## src/rtl/bf16_sub_pipe.sv

```systemverilog
// bf16_sub_pipe: three-stage pipelined BF16 subtractor, o_data = a - b.
// Define BF16_SUB_FLAGS_EN to add the {invalid, overflow, underflow} o_flags port.

module bf16_sub_pipe #(
  parameter int SIZE_DATA = 16
) (
  input  logic                 i_clk,
  input  logic                 i_rst_n,
  input  logic                 i_valid,
  output logic                 o_ready,
  input  logic [SIZE_DATA-1:0] i_data_a,
  input  logic [SIZE_DATA-1:0] i_data_b,
  output logic                 o_valid,
  input  logic                 i_ready,
  output logic [SIZE_DATA-1:0] o_data
`ifdef BF16_SUB_FLAGS_EN
  ,
  output logic [2:0]           o_flags
`endif
);

  typedef struct packed {
    logic        vld;
    logic [15:0] a;
    logic [15:0] b;
  } s1_t;

  typedef struct packed {
    logic        vld;
    logic        spc;
    logic [15:0] spc_data;
`ifdef BF16_SUB_FLAGS_EN
    logic        inv;
`endif
    logic        sign;
    logic        sub;
    logic [7:0]  exp;
    logic [15:0] mx;
    logic [15:0] mn;
  } s2_t;

  typedef struct packed {
    logic        vld;
    logic        spc;
    logic [15:0] spc_data;
`ifdef BF16_SUB_FLAGS_EN
    logic        inv;
`endif
    logic        sign;
    logic [7:0]  exp;
    logic [16:0] sum;
  } s3_t;

  logic adv;
  s1_t  s1_q;
  s2_t  s2_d, s2_q;
  s3_t  s3_d, s3_q;

  assign adv     = ~o_valid | i_ready;
  assign o_ready = adv;

  // S1: capture the operand pair
  always_ff @(posedge i_clk or negedge i_rst_n) begin
    if (!i_rst_n) begin
      s1_q <= '0;
    end else if (adv) begin
      s1_q.vld <= i_valid;
      s1_q.a   <= i_data_a;
      s1_q.b   <= i_data_b;
    end
  end

  logic       sa, sb, sbn;
  logic [7:0] ea, eb;
  logic [6:0] ma, mb;
  logic       za, zb, ia, ib, na, nb;
  logic       a_max;
  logic [7:0] mn_e, mx_e, d;
  logic [6:0] mx_m, mn_m;
  logic       c_nan, c_ii, c_ia, c_ib;
  logic       c_zz, c_bz, c_az;

  assign sa  = s1_q.a[15];
  assign sb  = s1_q.b[15];
  assign sbn = ~sb;
  assign ea  = s1_q.a[14:7];
  assign eb  = s1_q.b[14:7];
  assign ma  = s1_q.a[6:0];
  assign mb  = s1_q.b[6:0];

  assign za = (ea == 8'h00);
  assign zb = (eb == 8'h00);
  assign ia = (ea == 8'hFF) && (ma == 7'h00);
  assign ib = (eb == 8'hFF) && (mb == 7'h00);
  assign na = (ea == 8'hFF) && (ma != 7'h00);
  assign nb = (eb == 8'hFF) && (mb != 7'h00);

  assign c_nan = na | nb;
  assign c_ii  = ia & ib & (sa == sb);
  assign c_ia  = ia & ~nb & ~c_ii;
  assign c_ib  = ib & ~ia & ~na;
  assign c_zz  = za & zb;
  assign c_bz  = zb & ~za & (ea != 8'hFF);
  assign c_az  = za & ~zb & (eb != 8'hFF);

  assign a_max = s1_q.a[14:0] >= s1_q.b[14:0];
  assign mx_e  = a_max ? ea : eb;
  assign mn_e  = a_max ? eb : ea;
  assign mx_m  = a_max ? ma : mb;
  assign mn_m  = a_max ? mb : ma;
  assign d     = mx_e - mn_e;

  // Align: order by magnitude, shift the smaller, resolve specials
  always_comb begin
    s2_d      = '0;
    s2_d.vld  = s1_q.vld;
    s2_d.sub  = sa ^ sbn;
    s2_d.sign = a_max ? sa : sbn;
    s2_d.exp  = mx_e;
    s2_d.mx   = {1'b1, mx_m, 8'h00};
    s2_d.mn   = (d >= 8'd16) ? 16'h0000
                             : ({1'b1, mn_m, 8'h00} >> d);
    unique case (1'b1)
      c_nan, c_ii: begin
        s2_d.spc      = 1'b1;
        s2_d.spc_data = 16'h7FC0;
`ifdef BF16_SUB_FLAGS_EN
        s2_d.inv      = 1'b1;
`endif
      end
      c_ia: begin
        s2_d.spc      = 1'b1;
        s2_d.spc_data = {sa, 8'hFF, 7'h00};
      end
      c_ib: begin
        s2_d.spc      = 1'b1;
        s2_d.spc_data = {sbn, 8'hFF, 7'h00};
      end
      c_zz: begin
        s2_d.spc      = 1'b1;
        s2_d.spc_data = (sa & ~sb) ? 16'h8000 : 16'h0000;
      end
      c_bz: begin
        s2_d.spc      = 1'b1;
        s2_d.spc_data = s1_q.a;
      end
      c_az: begin
        s2_d.spc      = 1'b1;
        s2_d.spc_data = {sbn, s1_q.b[14:0]};
      end
      default: ;
    endcase
  end

  // S2: aligned operands
  always_ff @(posedge i_clk or negedge i_rst_n) begin
    if (!i_rst_n) begin
      s2_q <= '0;
    end else if (adv) begin
      s2_q <= s2_d;
    end
  end

  // ALU: magnitude add or subtract, never negative
  always_comb begin
    s3_d          = '0;
    s3_d.vld      = s2_q.vld;
    s3_d.spc      = s2_q.spc;
    s3_d.spc_data = s2_q.spc_data;
`ifdef BF16_SUB_FLAGS_EN
    s3_d.inv      = s2_q.inv;
`endif
    s3_d.sign     = s2_q.sign;
    s3_d.exp      = s2_q.exp;
    s3_d.sum      = s2_q.sub
                  ? ({1'b0, s2_q.mx} - {1'b0, s2_q.mn})
                  : ({1'b0, s2_q.mx} + {1'b0, s2_q.mn});
  end

  // S3: raw sum
  always_ff @(posedge i_clk or negedge i_rst_n) begin
    if (!i_rst_n) begin
      s3_q <= '0;
    end else if (adv) begin
      s3_q <= s3_d;
    end
  end

  logic [4:0]        lz;
  logic [15:0]       nm;
  logic signed [9:0] e;
  logic [6:0]        frac;
  logic [15:0]       res;
`ifdef BF16_SUB_FLAGS_EN
  logic              of, uf;
`endif

  // Leading-one detect on the low 16 bits of the sum
  always_comb begin
    lz = 5'd0;
    for (int i = 0; i < 16; i++) begin
      if (s3_q.sum[i]) lz = 5'(15 - i);
    end
  end

  // Normalize: carry-out shifts right, otherwise shift out leading zeros
  always_comb begin
    nm = '0;
    e  = '0;
    if (s3_q.sum[16]) begin
      nm = s3_q.sum[16:1];
      e  = $signed({2'b00, s3_q.exp}) + 10'sd1;
    end else begin
      nm = s3_q.sum[15:0] << lz;
      e  = $signed({2'b00, s3_q.exp}) - $signed({5'b00000, lz});
    end
  end

  assign frac = 7'(nm >> 8);

  // Pack with overflow to inf and underflow to signed zero
  always_comb begin
    res = '0;
`ifdef BF16_SUB_FLAGS_EN
    of  = 1'b0;
    uf  = 1'b0;
`endif
    if (s3_q.spc) begin
      res = s3_q.spc_data;
    end else if (s3_q.sum == 17'h0) begin
      res = 16'h0000;
    end else if (e >= 10'sd255) begin
      res = {s3_q.sign, 8'hFF, 7'h00};
`ifdef BF16_SUB_FLAGS_EN
      of  = 1'b1;
`endif
    end else if (e <= 10'sd0) begin
      res = {s3_q.sign, 15'h0000};
`ifdef BF16_SUB_FLAGS_EN
      uf  = 1'b1;
`endif
    end else begin
      res = {s3_q.sign, e[7:0], frac};
    end
  end

  // Output register: data only changes when a valid result lands
  always_ff @(posedge i_clk or negedge i_rst_n) begin
    if (!i_rst_n) begin
      o_valid <= 1'b0;
      o_data  <= '0;
    end else if (adv) begin
      o_valid <= s3_q.vld;
      if (s3_q.vld) o_data <= res;
    end
  end

`ifdef BF16_SUB_FLAGS_EN
  // Flags travel with their result
  always_ff @(posedge i_clk or negedge i_rst_n) begin
    if (!i_rst_n) begin
      o_flags <= 3'b000;
    end else if (adv && s3_q.vld) begin
      o_flags <= {s3_q.inv, of, uf};
    end
  end
`endif

endmodule

```

## config.mk

```make
export PLATFORM = sky130hd
export DESIGN_NAME = bf16_sub_pipe
export DESIGN_NICKNAME = d
export VERILOG_FILES = /design/src/rtl/bf16_sub_pipe.sv
export SDC_FILE = /design/constraint.sdc
export NUM_CORES = 1
export LEC_CHECK = 0
export BUFFER_PORTS_ARGS = -buffer_cell sky130_fd_sc_hd__clkbuf_2
export CORE_ASPECT_RATIO = 0.9
export CORE_MARGIN = 10
export CORE_UTILIZATION = 43
export DETAILED_ROUTE_END_ITERATION = 6
export PLACE_DENSITY = 0.59
export REMOVE_ABC_BUFFERS = 1
export SLEW_MARGIN = 20
export SYNTH_ARGS = -nofsm -noshare
export SYNTH_HDL_FRONTEND = slang
export SYNTH_SLANG_ARGS = --single-unit
```

## constraint.sdc

```tcl
create_clock -name i_clk -period 11.28 [get_ports i_clk]
set_input_delay 1.128 -clock i_clk [delete_from_list [all_inputs] [get_ports i_clk]]
set_output_delay 1.128 -clock i_clk [all_outputs]
set_load 0.02 [all_outputs]
```

==> After elaboration in Yosys (flattened, before gate mapping) <==
Index checks and enable logic that the tools add are counted.
{ "totals": {"in_bits": 36, "elab_cells": 102, "ff_bits": 146, "output_inout_bits": 18} }
{ "op_classes": {"n_addsub": 5, "n_eq_ne": 5, "n_reduce_logical": 13, "bitwise": 23, "mux": 31, "n_lt_le_gt_ge": 4, "shifts": 2} }
{ "ops": {"columns": ["cell", "n"], "rows": [
  ["$pmux W17 S6", 1],
  ["$mux W5", 15],
  ["$mux W16", 4],
  ["$mux W15", 3],
  ["$add A16 B16 Y17", 1],
  ["$logic_not A17 Y1", 1],
  ["$mux W17", 1],
  ["$sub A16 B16 Y17", 1],
  ["$eq A8 B8 Y1 const B", 2],
  ["$logic_not A8 Y1", 2],
  ["$mux W8", 2],
  ["$ne A8 B8 Y1 const B", 2],
  ["$shl A16 B5 Y15", 1],
  ["$shr A16 B8 Y16", 1],
  ["$ge A15 B15 Y1", 1],
  ["$logic_not A7 Y1", 2],
  ["$mux W7", 2],
  ["$reduce_bool A7 Y1", 2],
  ["$and A1 B1 Y1", 12],
  ["$ge A10 B9 Y1 const B", 1],
  ["$le A10 B1 Y1 const B", 1],
  ["$mux W10", 1],
  ["$add A8 B1 Y9 const B", 1],
  ["$sub A8 B5 Y9", 1],
  ["11 further kinds", 22]
]} }

==> Longest topological paths before layout <==
Gate-level depths: netlist of run 1.
{ "logic_depth": {"word_depth": 23, "depth_mapped": 21, "depth_no_buf": 20} }

==> Worst setup path after synthesis of run 1 <==
Ideal clock, no wire load.
{ "synth_timing": {"path_type": "reg2reg", "start": "register s3_q[0] (netlist name)", "end": "register o_data[7]", "t_required_ns": 11.154, "setup_time_ns": 0.126, "n_path_buf": 1, "synth_period_minus_slack_ns": 4.390, "arrival_time_ns": 4.264, "stages_incl_launch_ff": 19, "slack_ns": 6.890, "cell_sequence": "dfrtp_1 -> nor2_1 -> o31ai_1 -> a211o_1 -> a211oi_1 -> nor3_1 -> inv_1 -> buf_1 -> fa_1 -> a21o_1 -> a21o_1 -> nand2_1 -> xor2_1 -> or4_1 -> nand3b_1 -> o21ai_0 -> o21ai_0 -> a221oi_1 -> nor2_1"} }
{ "synth_between": {"elab_chain_cells": 23} }
{ "synth_lines": {"columns": ["element", "line", "source"], "rows": [
  ["start, declared", "57", "s3_t s3_d, s3_q;"],
  ["start signal, assigned", "183", "s3_q <= '0;"],
  ["start signal, assigned", "185", "s3_q <= s3_d;"],
  ["$mux W4", "202", "if (s3_q.sum[i]) lz = 5'(15 - i);"],
  ["$mux W5 (15 in a row)", "202", null],
  ["$sub A8 B5 Y9", "215", "e = $signed({2'b00, s3_q.exp}) - $signed({5'b00000, lz});"],
  ["$mux W10", "210", "if (s3_q.sum[16]) begin"],
  ["$le A10 B1 Y1", "237", "end else if (e <= 10'sd0) begin"],
  ["$mux W15", "237", null],
  ["$mux W15", "232", "end else if (e >= 10'sd255) begin"],
  ["$mux W16 (*)", "230", "end else if (s3_q.sum == 17'h0) begin"],
  ["$mux W16 (*)", "228", "if (s3_q.spc) begin"],
  ["end signal, assigned", "254", "if (s3_q.vld) o_data <= res;"],
  ["end, declared", "15", "output logic [SIZE_DATA-1:0] o_data"]
]} }
Mark *: on every way between the ends. The rest lies on a longest branch, timed or not.
A chain may end at the register's enable or synchronous reset.

==> Worst setup path in the final report of run 1 <==
{ "layout_timing": {"start": "register s1_q (netlist bit eb[0])", "end": "register s2_q[15] (netlist name)"} }
{ "layout_between": {"elab_chain_cells": 5} }
{ "layout_lines": {"columns": ["element", "line", "source"], "rows": [
  ["start, declared", "55", "s1_t s1_q;"],
  ["$ge A15 B15 Y1", "106", "assign a_max = s1_q.a[14:0] >= s1_q.b[14:0];"],
  ["$mux W8, on equally long branches", "107, 108", null],
  ["$sub A8 B8 Y8", "111", "assign d = mx_e - mn_e;"],
  ["$ge A8 B5 Y1 / $shr A16 B8 Y16 (equally long branches)", "121, 122", null],
  ["$mux W16 (*)", "121", "s2_d.mn = (d >= 8'd16) ? 16'h0000"],
  ["end signal, assigned", "158", "s2_q <= '0;"],
  ["end signal, assigned", "160", "s2_q <= s2_d;"],
  ["end, declared", "56", "s2_t s2_d, s2_q;"]
]} }
Marked as above.

==> results of run 1 <==
-- power groups by stage --
stage               Combinational, uW  Sequential, uW  Clock, uW
finish                           1760             896        582
detailed placement               1740             902          0
floorplan                        1300             867          0
global placement                 1740             897          0
CTS                              1760             893        593
global route                     1970             924        617
-- metrics by stage --
stage / power, uW / cells / setup WS, ns / hold WS [ns] / instance area (um2)
final: 3240 / 1459 / 5.87 / 0.460 / 10400
after CTS: 3240 / 1459 / 6.01 / 0.465 / 10400
after detailed placement: 2650 / 1427 / 6.00 / 0.450 / 9770
after global routing: 3510 / 1459 / 5.57 / 0.492 / 10400
after floorplan: 2160 / 1074 / 2.88 / 0.431 / 9050
after global placement: 2640 / 1427 / 6.14 / 0.444 / 9770
-- per-layer routing --
metal | GRT usage, % | part of all wire [%] | wire, um
met1 | 26.7 | 51 | 12900
met2 | 26.7 | 43 | 10900
met3 | 3.14 | 4.2 | 1060
met4 | 4.97 | 1.3 | 323
met5 | 0 | 0 | 0
-- registers in the layout, indices dropped and copies added, names as in the netlist --
name     count
o_data      16
s3_q        44
eb           8
mb           7
o_valid      1
ea           8
ma           7
s2_q        52
s1_q         3
-- cell families after synthesis --
kind of cell	Yosys count	share of synthesized area, %
AO/OA/AOI/OAI	299	21.1
XOR/XNOR	25	2.35
adder cells (fa/ha/maj)	42	5.80
buffers and inverters	121	5.16
flip-flops	146	39.2
multiplexers	41	4.90
AND/OR/NAND/NOR	462	21.5
-- area by class of cell --
type,instances,area [um2],share of cell area [%]
Tap cell,291,364,3.51
Inverter,59,224,2.16
Clock inverter,14,173,1.66
Timing Repair Buffer,62,339,3.27
Sequential cell,146,3650,35.2
Clock buffer,18,429,4.13
Multi-Input combinational cell,869,5200,50.1
-- worst max-delay path, delay by kind of cell, from the launching register on --
family	cells	cell delay, ns
DFF	1	0.49
and+or+nand+nor	4	1.77
adders and majority gates	2	0.89
AOI/OAI and AO/OA	7	1.88
xor gates and xnor gates	1	0.14
buffers and inverters	1	0.15
-- cells in the mapped netlist (all sizes together), types with 4 or more instances --
cell / count
o21a: 5
ha: 40
buf: 13
dfrtp: 146
a221oi: 15
or2: 6
o21bai: 6
clkbuf: 49
a21boi: 4
mux2: 4
o31ai: 13
mux2i: 34
xnor2: 16
nor2: 84
nand2b: 9
a31oi: 23
a22oi: 6
o21ai: 96
a21o: 10
xor2: 9
or4: 6
nand4: 14
and3: 6
nor2b: 11
nand2: 272
or3: 5
and2: 4
a211oi: 12
nor3b: 5
a21oi: 59
nor3: 11
nor4: 9
o22ai: 17
inv: 59
nand3b: 4
nand3: 12
-- worst paths after layout --
| kind | slack, ns | start | end | cells after the start |
|---|---|---|---|---|
| max reg2reg | 5.87 | eb[0] | s2_q[15] | 15 |
| min in group asynchronous | 0.79 | i_rst_n | ea[1] | 1 |
| min reg2reg | 0.46 | s3_q[28] | s3_q[28] | 2 |
| max in group asynchronous | 9.30 | i_rst_n | s2_q[8] | 2 |
| max | 5.87 | eb[0] | s2_q[15] | 15 |
| min | 0.46 | s3_q[28] | s3_q[28] | 2 |
-- cells in the final DEF, fill, tap and decap left out, types with 13 or more instances in the layout --
master	synthesis	final
ha_1	40	40
nand2_1	272	272
dfrtp_1	146	146
a31oi_1	23	23
nor2_1	84	84
a21oi_1	58	58
inv_1	59	58
clkbuf_2	0	52
clkbuf_16	0	17
a221oi_1	14	14
o21ai_0	87	87
o31ai_1	13	13
nand4_1	14	14
xnor2_1	16	15
mux2i_1	34	34
==> impl_metrics.csv, run 1 <==
group,metric,value,unit
die,dieArea,28000,um2
worst_setup_path,cp.required,11.62,ns
timing,hold_violations,0,
route,drt_iter0_markers,748,
worst_setup_path,cp_slowest_stage_delay,0.86,ns
finish,area_growth,11.5,%
place,gp_congestion,0.900,
global_routing,grt_pass1_vias,7812,
worst_setup_path,cp_common_cell,"ha_1",
route,first_pass_iters,6,
synth,synth_edf_count,0,
timing,slew_viol_final,0,
pwr,power_density,312,nW/um2
clock_network,cts_tree,"built",
finish,fin_nets,1233,
timing,tightest_slew,1.06,ns
die,placementRows,51,
synth,synthDominantCellAreaShare,39.2,%
finish,drive_above_1_share,10.6,%
route,num_vias,8054,
worst_setup_path,cp_max_fo,27,
timing,fmax,0.185,GHz
die,die_height,160,um
timing,finalSetupViolCount,0,
worst_setup_path,startpoint_type,"register",
synth,seq_area_frac_synth,39.2,%
synth,syn_area_per_cell,8.20,um2
timing,setup_tns,0,ns
timing,period_needed,5.41,ns
global_routing,grt_usage,18.2,%
die,design.core.area,21400,um2
route,route.detailed.wl_per_inst,17.3,um
finish,fin_util,48.4,%
synth,ys_ff_latch,146,
synth,syn_inst,1136,
place,port_buffers,53,
route,antenna_left,0,
die,die_w,175,um
worst_setup_path,crit_slowest_cell,"or2_1",
timing,relSlewSlack,29.6,%
place,place_hpwl,18100,um
pwr,sw_frac_of_total,47.8,%
job,maxCapViolations,0,
clock_network,cts_hold_buf,0,
clock_network,post_cts_buffers,0,
route,drc_errors,0,
pwr,pwr-share-clk,18.0,%
route,viasPerCell,5.52,
timing,rsz0062_at_grt,"false",
worst_setup_path,arrival,5.75,ns
clock_network,cts-buffers-inserted,17,
route,wirelength,25200,um
timing,timing.final.crit_share,48.0,%
worst_setup_path,cp-end-kind,"register",
pwr,switching_power,1550,uW
synth,synthArstFlopShare,100,%
worst_setup_path,crit_type,"reg -> reg",
synth,yosys.area.top_type,"dfrtp_1",
clock_network,clk_pin_slew_worst_paths,0.07,ns
pwr,p_int,1690,uW
global_routing,grt_antenna_before_repair,0,
clock_network,cts_buffer_depth,2,
global_routing,grt_start_max_net_pins,98,
worst_setup_path,crit_chain,"inv_1 -> ha_1 -> nand3_1 -> o32a_1 -> o221ai_2 -> or2_1 -> a21oi_1 -> ha_1 -> nand2_1 -> o221ai_1 -> a221o_1 -> xnor2_1 -> o2111ai_1 -> or3_1 -> o32ai_2",
pwr,irDropWorstVdd,169,uV
synth,synth_flop_cell,"dfrtp_1",
pwr,power.share.sequential,27.7,%
global_routing,grt_pass1_wl,42100,um
run_status,status,"completed",
clock_network,clock_latency,0.43,ns
clock_network,cts_sinks,146,
synth,ys_types,72,
die,pin_count,54,
synth,yosysWarnings,0,
synth,synthTopCellsByArea,"dfrtp_1 (39%), nand2_1 (11%), ha_1 (5.4%), o21ai_0 (4.7%), mux2i_1 (3.7%)",
clock_network,cts_resized,0,
clock_network,root_buffer,"clkbuf_16",
worst_hold_path,min_path_type,"reg -> reg",
clock_network,h-tree-depth,4,
timing,fin_skew,0.0102,ns
finish,n_fill_cell,2164,
pwr,power_leakage,0.00479,uW
synth,synth_area,9310,um2
die,initial_utilization,43.4,%
global_routing,overflow,0,
finish,antenna_cells,0,
pwr,comb_power_share,54.4,%
No activity file was read; power rests on OpenSTA's default activity.
==> run 2: changes to the inputs <==
==> constraint.sdc (replaced) <==
create_clock -name i_clk -period 5.2 [get_ports i_clk]
set_input_delay 0.52 -clock i_clk [delete_from_list [all_inputs] [get_ports i_clk]]
set_output_delay 0.52 -clock i_clk [all_outputs]
set_load 0.02 [all_outputs]
==> impl_metrics.csv, run 2 (same netlist as run 1, synthesis figures left out) <==
group,metric,value,unit
run_status,status,"completed",
global_routing,grt_antenna_before_repair,0,
route,route.detailed.wl_per_inst,17.0,um
die,die_w,175,um
finish,fin_nets,1243,
worst_setup_path,critPathTopFamily,"simple AND/OR/NAND/NOR gates",
route,drc_errors,0,
finish,reg_top3,"s2_q (52), s3_q (44), o_data (16)",
job,maxCapViolations,0,
worst_setup_path,cp.required,5.53,ns
worst_setup_path,reg2reg_depth,15,
worst_hold_path,min_path_type,"in -> async",
finish,antenna_cells,0,
worst_setup_path,crit_chain,"inv_1 -> ha_1 -> and4_1 -> nand2_1 -> o221ai_2 -> or2_1 -> a21oi_1 -> ha_1 -> nand2_1 -> o221ai_1 -> a221o_1 -> xnor2_1 -> o2111ai_1 -> or3_1 -> o32ai_2",
die,placementRows,51,
finish,drive_above_1_share,11.0,%
worst_setup_path,reg2reg_from,"eb[3]",
pwr,irDropWorstVdd,251,uV
worst_setup_path,rr_endpoint,"s2_q[15]",
clock_network,h-tree-depth,4,
worst_setup_path,cp_max_fo,15,
clock_network,cts_resized,0,
global_routing,grt_start_max_net_pins,110,
worst_setup_path,rrSetupSlack,0.61,ns
finish,layout_common_cells,"nand2_1 (272), dfrtp_1 (146), o21ai_0 (87)",
worst_setup_path,crit_buf_inv,1,
pwr,power_density,673,nW/um2
die,design.core.area,21400,um2
route,first_pass_iters,5,
die,pin_count,54,
clock_network,post_cts_buffers,0,
place,place_hpwl,18200,um
timing,setup_tns,0,ns
die,initial_utilization,43.4,%
global_routing,overflow,0,
clock_network,clock_latency,0.43,ns
global_routing,grt_usage,17.9,%
route,wirelength,25000,um
finish,largest_reg_flops,52,
timing,slew_viol_final,0,
finish,area_growth,11.4,%
route,drt_iter0_markers,688,
clock_network,cts_sinks,146,
place,port_buffers,53,
worst_setup_path,startpoint_type,"register",
worst_setup_path,arrival,4.92,ns
worst_setup_path,cp_slowest_stage_delay,0.73,ns
timing,fmax,0.218,GHz
finish,final_area,10400,um2
worst_setup_path,crit_slowest_cell,"or3_1",
timing,timing.final.crit_share,88.2,%
timing,hold_violations,0,
route,antenna_left,0,
clock_network,root_buffer,"clkbuf_16",
clock_network,cts_buffer_depth,2,
die,dieArea,28000,um2
clock_network,cts_tree,"built",
clock_network,cts_hold_buf,0,
die,die_height,160,um
worst_setup_path,crit_type,"reg -> reg",
timing,rsz0062_at_grt,"false",
timing,tightest_slew,0.921,ns
global_routing,grt_pass1_vias,7761,
timing,finalSetupViolCount,0,
timing,relSlewSlack,38.2,%
place,gp_congestion,0.883,
worst_setup_path,cp-end-kind,"register",
route,num_vias,8089,
timing,period_needed,4.59,ns
place,placed_area,9850,um2
route,viasPerCell,5.51,
finish,top_register,"s2_q",
clock_network,clk_pin_slew_worst_paths,0.06,ns
clock_network,cts-buffers-inserted,17,
pwr,power_leakage,0.00479,uW
global_routing,grt_pass1_wl,41200,um
timing,fin_skew,0.0119,ns
finish,layout_commonest_cell,"nand2_1",
run 2: cell type report:
class                      instances  area, um2
clock inverter                    11       86.3
tap                              291        364
sequential                       146       3650
inverter                          59        224
multi-input combinational        869       5190
timing repair buffer              72        417
fill                            2174      11100
clock buffer                      20        437
run 2: worst max path at each step:
stage | start | end | slack [ns] | depth (start not counted)
floorplan | i_ready | o_data[3] | -2.59 | 6
CTS | s3_q[12] | o_data[4] | 0.70 | 13
detailed placement | s3_q[12] | o_data[4] | 0.71 | 13
finish | eb[3] | s2_q[15] | 0.61 | 15
global route | s3_q[14] | o_data[4] | 0.36 | 14
global placement | eb[3] | s2_q[15] | 0.77 | 13
run 2: metal layers:
metal	vias to the layer above	part of all wire (%)	GRT usage [%]
met1	3824	51	26.0
met3	32	4.2	3.39
met5	-	0	0
met4	0	1.6	4.74
met2	190	43	26.6
li1	4043	-	-
run 2: stage by stage:
stage	setup WS [ns]	hold slack (ns)	util (%)	cells	power, uW
final	0.612	0.206	48.4	1468	6980
after global routing	0.358	0.282	48.4	1468	7550
after CTS	0.696	0.271	48.4	1468	6980
after detailed placement	0.713	0.455	45.9	1437	5830
after global placement	0.768	0.443	45.9	1437	5820
after floorplan	-2.59	0.224	-	1074	4690
run 2: power by group:
| part | internal, uW | leakage, uW | switching, uW |
|---|---|---|---|
| clock | 610 | 0.000244 | 506 |
| sequential | 1480 | 0.00185 | 442 |
| combinational | 1530 | 0.00269 | 2410 |
| total | 3620 | 0.00479 | 3360 |
